File: src/rtl/muldiv_sequencer.sv
// rtl/muldiv_sequencer.sv - iterative mult/div sequencer owning HI/LO, with EX-stage stall
module muldiv_sequencer (
  input  logic        clk,
  input  logic        rst_n,
  input  logic        op_valid,
  input  logic [2:0]  op,
  input  logic        flush,
  input  logic [31:0] src_a,
  input  logic [31:0] src_b,
  output logic        stall,
  output logic        busy,
  output logic [31:0] rd_data,
  output logic [31:0] hi,
  output logic [31:0] lo
);

  typedef enum logic [1:0] {IDLE, CALC, SIGN} state_t;

  state_t      state;
  logic [63:0] acc;
  logic [31:0] operand;
  logic [4:0]  count;
  logic        isDiv, divZero, negQ, negR;

  logic        accept, signedOp;
  logic [31:0] magA, magB;
  logic [32:0] sum33, remShift;
  logic [31:0] remDiff;
  logic        remGe;
  logic [63:0] mulNext, divNext, accNeg;

  assign busy     = (state != IDLE);
  assign stall    = op_valid & ~flush & busy;
  assign rd_data  = (op == 3'd4) ? hi : lo;
  assign accept   = op_valid & ~flush & ~busy;
  assign signedOp = (op == 3'd0) | (op == 3'd2);
  assign magA     = (signedOp && src_a[31]) ? -src_a : src_a;
  assign magB     = (signedOp && src_b[31]) ? -src_b : src_b;

  // Multiply: acc = {partial product, remaining multiplier bits}
  assign sum33    = {1'b0, acc[63:32]} + {1'b0, operand};
  assign mulNext  = acc[0] ? {sum33, acc[31:1]} : {1'b0, acc[63:1]};

  // Divide: acc = {remainder, quotient}; shifted remainder needs 33 bits for large divisors
  assign remShift = acc[63:31];
  assign remGe    = (remShift >= {1'b0, operand});
  assign remDiff  = remShift[31:0] - operand;
  assign divNext  = remGe ? {remDiff, acc[30:0], 1'b1} : {acc[62:0], 1'b0};

  assign accNeg   = ~acc + 64'd1;

  always_ff @(posedge clk) begin
    if (!rst_n) begin
      state   <= IDLE;
      acc     <= 64'd0;
      operand <= 32'd0;
      count   <= 5'd0;
      isDiv   <= 1'b0;
      divZero <= 1'b0;
      negQ    <= 1'b0;
      negR    <= 1'b0;
      hi      <= 32'd0;
      lo      <= 32'd0;
    end else begin
      case (state)
        IDLE: begin
          if (accept) begin
            case (op)
              3'd0, 3'd1, 3'd2, 3'd3: begin
                if (op[1] && src_b == 32'd0) begin
                  hi      <= src_a;
                  lo      <= 32'hFFFF_FFFF;
                  isDiv   <= 1'b1;
                  divZero <= 1'b1;
                  state   <= SIGN;
                end else begin
                  acc     <= op[1] ? {32'd0, magA} : {32'd0, magB};
                  operand <= op[1] ? magB : magA;
                  negQ    <= signedOp & (src_a[31] ^ src_b[31]);
                  negR    <= signedOp & src_a[31];
                  isDiv   <= op[1];
                  divZero <= 1'b0;
                  count   <= 5'd0;
                  state   <= CALC;
                end
              end
              3'd6:    hi <= src_a;
              3'd7:    lo <= src_a;
              default: ;
            endcase
          end
        end
        CALC: begin
          acc   <= isDiv ? divNext : mulNext;
          count <= count + 5'd1;
          if (count == 5'd31) state <= SIGN;
        end
        SIGN: begin
          if (!divZero) begin
            if (isDiv) begin
              lo <= negQ ? -acc[31:0] : acc[31:0];
              hi <= negR ? -acc[63:32] : acc[63:32];
            end else begin
              {hi, lo} <= negQ ? accNeg : acc;
            end
          end
          state <= IDLE;
        end
        default: state <= IDLE;
      endcase
    end
  end

endmodule

File: config.mk
export PLATFORM = sky130hd
export DESIGN_NAME = muldiv_sequencer
export DESIGN_NICKNAME = d
export VERILOG_FILES = /design/src/rtl/muldiv_sequencer.sv
export SDC_FILE = /design/constraint.sdc
export NUM_CORES = 1
export LEC_CHECK = 0
export ABC_CLOCK_PERIOD_IN_PS = 4200
export CORE_UTILIZATION = 45
export CTS_BUF_LIST = sky130_fd_sc_hd__clkbuf_8
export DETAILED_ROUTE_END_ITERATION = 7
export PLACE_DENSITY_LB_ADDON = 0.05
export SLEW_MARGIN = 20
export SYNTH_ARGS = -nofsm -noshare
export SYNTH_HDL_FRONTEND = slang
export SYNTH_SLANG_ARGS = --single-unit
File: constraint.sdc
create_clock -name clk -period 4.2 [get_ports clk]
set_clock_uncertainty 0.2 [all_clocks]
set_input_delay 0.63 -clock clk [delete_from_list [all_inputs] [get_ports clk]]
set_output_delay 0.63 -clock clk [all_outputs]
set_load 0.05 [all_outputs]
# After elaboration in Yosys (flattened, before gate mapping)
# Index checks and enable logic that the tools add are counted.
# Widths: inputs -> output; s select.
# op_classes
n_addsub	8
muxes	38
bitwise_logic	11
n_reduce_logical	16
n_lt_le_gt_ge	1
n_eq_ne	17
# ops
cell	count
$mux 32	15
$mux 64	7
$pmux 32 s2	4
$neg 32->32	4
$pmux 64 s2	1
$add 64x1->64 const B	1
$not 64->64	1
$add 32x32->33	1
$ge 33x32->1	1
$logic_not 32->1	1
$sub 32x32->32	1
$mux 5	3
$pmux 5 s2	1
$reduce_and 5->1	2
$eq 3x3->1 const B	3
$mux 2	4
$ne 2x2->1 const B	4
$reduce_and 4->1	2
$eq 3x2->1 const B	2
$ne 3x1->1 const B	2
$reduce_and 3->1	2
$reduce_bool 2->1	3
$add 5x1->5 const B	1
$and 1x1->1	5
15 further kinds	20
# word_totals
in_bits	71
word_cells	101
out_inout_bits	98
ff_bits	171

# Depth between registers and ports, before layout
# Gate-level depths: netlist (run 1).
# logic_depth
word_depth	9
mapped_depth	15
ltp_nobuf	13

# Worst setup path after synthesis (run 1)
# Ideal clock, no wire load.
# synth_timing
path_kind	register to register
startpoint	reg acc[0]
endpoint	reg hi[12]
required_time_ns	3.924
period_less_slack_ns	3.728
stages_incl_launch_ff	15
path_slack_ns	0.472
arrival_ns	3.453
setup_time_ns	0.076
n_path_buf	4
cell_sequence	dfxtp_1 clkbuf_1 inv_1 clkbuf_1 clkbuf_1 ha_1 nand3_1 or3_1 or3b_2 clkbuf_1 o21a_1 o31ai_1 xor2_1 a211o_1 a21boi_0
# synth_between
elab_chain_len	6
# synth_rtl
item	line	rtl
start: declaration	20	logic [63:0] acc;
start signal: assignment	77	acc <= op[1] ? {32'd0, magA} : {32'd0, magB};
start signal: assignment	94	acc <= isDiv ? divNext : mulNext;
$not 64->64	50	assign accNeg = ~acc + 64'd1;
$add 64x1->64	50	
$mux 64	104	{hi, lo} <= negQ ? accNeg : acc;
$mux 32	100	if (isDiv) begin
$mux 32	99	if (!divZero) begin
$pmux 32 s2	65	case (state)
end signal: assignment	71	hi <= src_a;
end signal: assignment	102	hi <= negR ? -acc[63:32] : acc[63:32];
end signal: assignment	104	
end: declaration	13	output logic [31:0] hi,
# Every way passes these cells. The select of a mux whose other input is x is not followed.
# A chain may end at the register's enable or synchronous reset.

# Final worst setup path (run 1)
# layout_timing
startpoint	reg acc[34]
endpoint	reg acc[55]
# layout_between
elab_chain_len	4
word_cells_on_any_way	7
cone_classes	add/sub (2); order compare (1); mux (4)
# layout_rtl
item	line	rtl
$add 32x32->33 (tied with other cells)	41	assign sum33 = {1'b0, acc[63:32]} + {1'b0, operand};
$mux 64 (on tied branches)	42, 48	
$mux 64 *	94	
$pmux 64 s2 *	65	
# Mark *: on every way between the ends. The rest lies on a longest branch, timed or not.

==> results.sh, run 1 <==
export IMPL_syn_avg_cell_area_um2=7.43
export IMPL_hold_ws_ns=0.286
export IMPL_yosys_area_share_simple_pct=19.4
export IMPL_grt_pass1_wl_mm=94.7
export IMPL_yosysSeqAreaShare_pct=21.8
export IMPL_final_setup_tns_ns=0
export IMPL_die_area_um2=35600
export IMPL_ff2ff_path_depth=11
export IMPL_numClockSinks=171
export IMPL_holdBufCountCts=0
export IMPL_fmax_mhz=261
export IMPL_gr_total_overflow=0
export IMPL_remaining_drc_errors=0
export IMPL_diodes=0
export IMPL_fillers=3412
export IMPL_cts_buffers=17
export IMPL_synth_top_family_by_area="compound AO/OA/AOI/OAI gates"
export IMPL_reg2reg_slack_ns=0.37
export IMPL_pwr_share_seq_pct=37.7
export IMPL_clockBufferDepth=2
export IMPL_start_util_pct=45.5
export IMPL_ys_top_cells_by_area="dfxtp_1 22%, a21oi_1 6.1%, o21ai_0 5.6%, ha_1 5.6%, xnor2_1 5.2%"
export IMPL_power_density_nw_per_um2=254
export IMPL_finalCritPeriodShare_pct=91.1
export IMPL_cts_setup_buffers=0
export IMPL_worstPathArrival_ns=4.09
export IMPL_root_buffer="clkbuf_8"
export IMPL_drv_slew=0
export IMPL_switching_share_pct=39.3
export IMPL_drive_gt1_share_pct=11.3
export IMPL_rsz0062_at_grt="false"
export IMPL_relSlewSlack_pct=36.1
export IMPL_clockPowerShare_pct=26.9
export IMPL_synth_fp_nets=2256
export IMPL_cts_tree="built"
export IMPL_num_rows=68
export IMPL_grt_max_degree=77
export IMPL_p_sw_mw=1.85
export IMPL_gp_congestion=0.990
export IMPL_grt_usage_pct=34.8
export IMPL_critPathMaxFanout=6
export IMPL_r2r_start="acc[34]"
export IMPL_synth_compound_area_share_pct=30.0
export IMPL_yosys_mux_area_fraction_pct=7.59
export IMPL_tightest_slew_ns=0.958
export IMPL_first_pass_iters=7
export IMPL_synth_xor_area_share_pct=9.15
export IMPL_synth_cells=2113
export IMPL_antenna_found_initial=0
export IMPL_vdd_drop_max_uv=183
export IMPL_yosys_cell_types_count=84
export IMPL_synth_fa_ha_area_share_pct=5.84
export IMPL_p_int_mw=2.85
export IMPL_path_class="reg -> reg"
export IMPL_portBuffers=168
export IMPL_status="complete, no violations"
export IMPL_whs_endpoint="divZero"
export IMPL_core_um2=34500
export IMPL_dpl_hpwl_mm=49.5
export IMPL_first_iter_violations=1771
export IMPL_setup_viol=0
export IMPL_async_flop_share_pct=0
export IMPL_die_y_um=189
export IMPL_clk_latency_ns=0.51
export IMPL_htree_levels=4
export IMPL_hold_path_class="reg -> reg"
export IMPL_yosys_register_bits=171
export IMPL_area_growth_synth_to_final_pct=18.0
export IMPL_ios=169
export IMPL_hold_violations=0
export IMPL_cp_required_ns=4.46
export IMPL_p_total_mw=4.70
export IMPL_yosysWarnings=0
export IMPL_final_util_pct=53.7
export IMPL_crit_start="acc[34]"
export IMPL_nets=2387
export IMPL_period_minus_slack_ns=3.83
export IMPL_cp_start_kind="flop"
export IMPL_drv_cap=0
export IMPL_wl_per_cell_um=23.1
export IMPL_setup_slack_ns=0.373
export IMPL_grt_pass1_vias=15400
export IMPL_holdPathStages=2
export IMPL_synth_top_area_share_pct=21.8
export IMPL_drtAntennaViolNets=0
export IMPL_worstSetupEndpointType="flop"
export IMPL_synth_largest_area_cell="dfxtp_1"
export IMPL_synthTopCellsByCount="206 x nand2_1, 190 x a21oi_1, 177 x o21ai_0"
export IMPL_yosysMostFrequentCell="nand2_1"
export IMPL_hp_start="divZero"
export IMPL_timing_rr_end="acc[55]"
export IMPL_syn_area_um2=15700
export IMPL_ys_flop_type="dfxtp_1"
export IMPL_p_comb_share_pct=35.4
export IMPL_num_vias=16900
export IMPL_drt_vias_per_instance=6.23
export IMPL_finalWirelength_mm=62.7
export IMPL_p_leak_nw=7.46
export IMPL_path_clk_slew_ns=0.10
export IMPL_die_x_um=189
export IMPL_synth_edf_count=0
export IMPL_ctsResizeCount=0
export IMPL_dp_slack_ns=0.0225
==> sequential cells by signal (all words and copies together) (netlist names) <==
signal / flops
negR: 1
isDiv: 1
acc: 64
divZero: 1
count: 5
state: 2
hi: 32
operand: 32
negQ: 1
lo: 32
==> worst max-delay path by stage <==
stage	to	slack, ns	cells past startpoint
final	acc[55]	0.37	11
after global routing	acc[61]	0.26	12
after CTS	hi[12]	0.43	9
after detailed placement	acc[27]	0.02	10
after global placement	acc[27]	0.08	10
after floorplan	hi[12]	0.47	14
==> power by group through the flow <==
stage	Sequential (mW)	Combinational, mW	Clock [mW]
finish	1.77	1.66	1.27
CTS	1.77	1.63	1.27
floorplan	1.85	0.990	0
global placement	1.81	1.62	0
global route	1.78	1.77	1.35
detailed placement	1.81	1.62	0
==> final cells by class <==
cell class | instances | area [µm²] | area share (%)
sequential | 171 | 3430 | 18.5
clock buffer | 17 | 234 | 1.26
multi-input combinational | 1709 | 11300 | 61.2
clock inverter | 15 | 165 | 0.892
tap | 455 | 569 | 3.08
inverter | 73 | 274 | 1.48
timing repair buffer | 272 | 2510 | 13.5
==> logic make-up after synthesis <==
logic type,after synthesis
AO/OA/AOI/OAI,722
flip-flops,171
AND/OR/NAND/NOR,637
buffers and inverters,233
multiplexers,114
XOR/XNOR,164
adder cells (fa/ha/maj),72
==> cells in the final DEF, fill, tap and decap left out, types with 16 or more instances in the layout <==
cell	instances
nand2_1	206
a21o_1	26
a21oi_1	189
nor4_1	16
mux2_2	40
a21boi_0	21
clkbuf_8	17
buf_4	112
o21ai_0	177
ha_1	70
nor3_1	47
nand4_1	22
o211a_1	18
nor2_1	160
nor2b_1	31
o221a_2	22
nand3_1	44
inv_1	74
dfxtp_1	169
xor2_1	71
a31oi_1	46
a211o_1	16
o21a_1	19
o31ai_1	25
o211ai_1	42
mux2i_1	74
and2_1	18
xnor2_1	93
clkdlybuf4s50_1	152
==> layer usage <==
layer	part of all wire (%)	track usage (%)
met5	0	0
met4	2.7	10.6
met2	41	50.3
met1	47	51.2
met3	9.0	7.23
==> per-stage QoR <==
stage               cells  instance area [µm²]
CTS                  2712                18500
global placement     2680                18100
detailed placement   2680                18100
finish               2712                18500
global route         2712                18500
floorplan            2113                15700
==> critical path: stages (launching register included) <==
cell and delay [ns]:
dfxtp_1 0.53, buf_4 0.20, ha_1 0.29, nand3_1 0.21, o21bai_1 0.21, a311oi_1 0.19
o31a_1 0.34, o21ai_0 0.41, a21oi_1 0.19, o21a_1 0.20, o311ai_0 0.57, a32o_1 0.24
Power figures use the tool's default switching activity.
==> run 2: changes to the inputs <==
Settings changed: ABC_AREA set to 0.
==> results of run 2 <==
Final layout, timing and power as in run 1 (identical DEF).
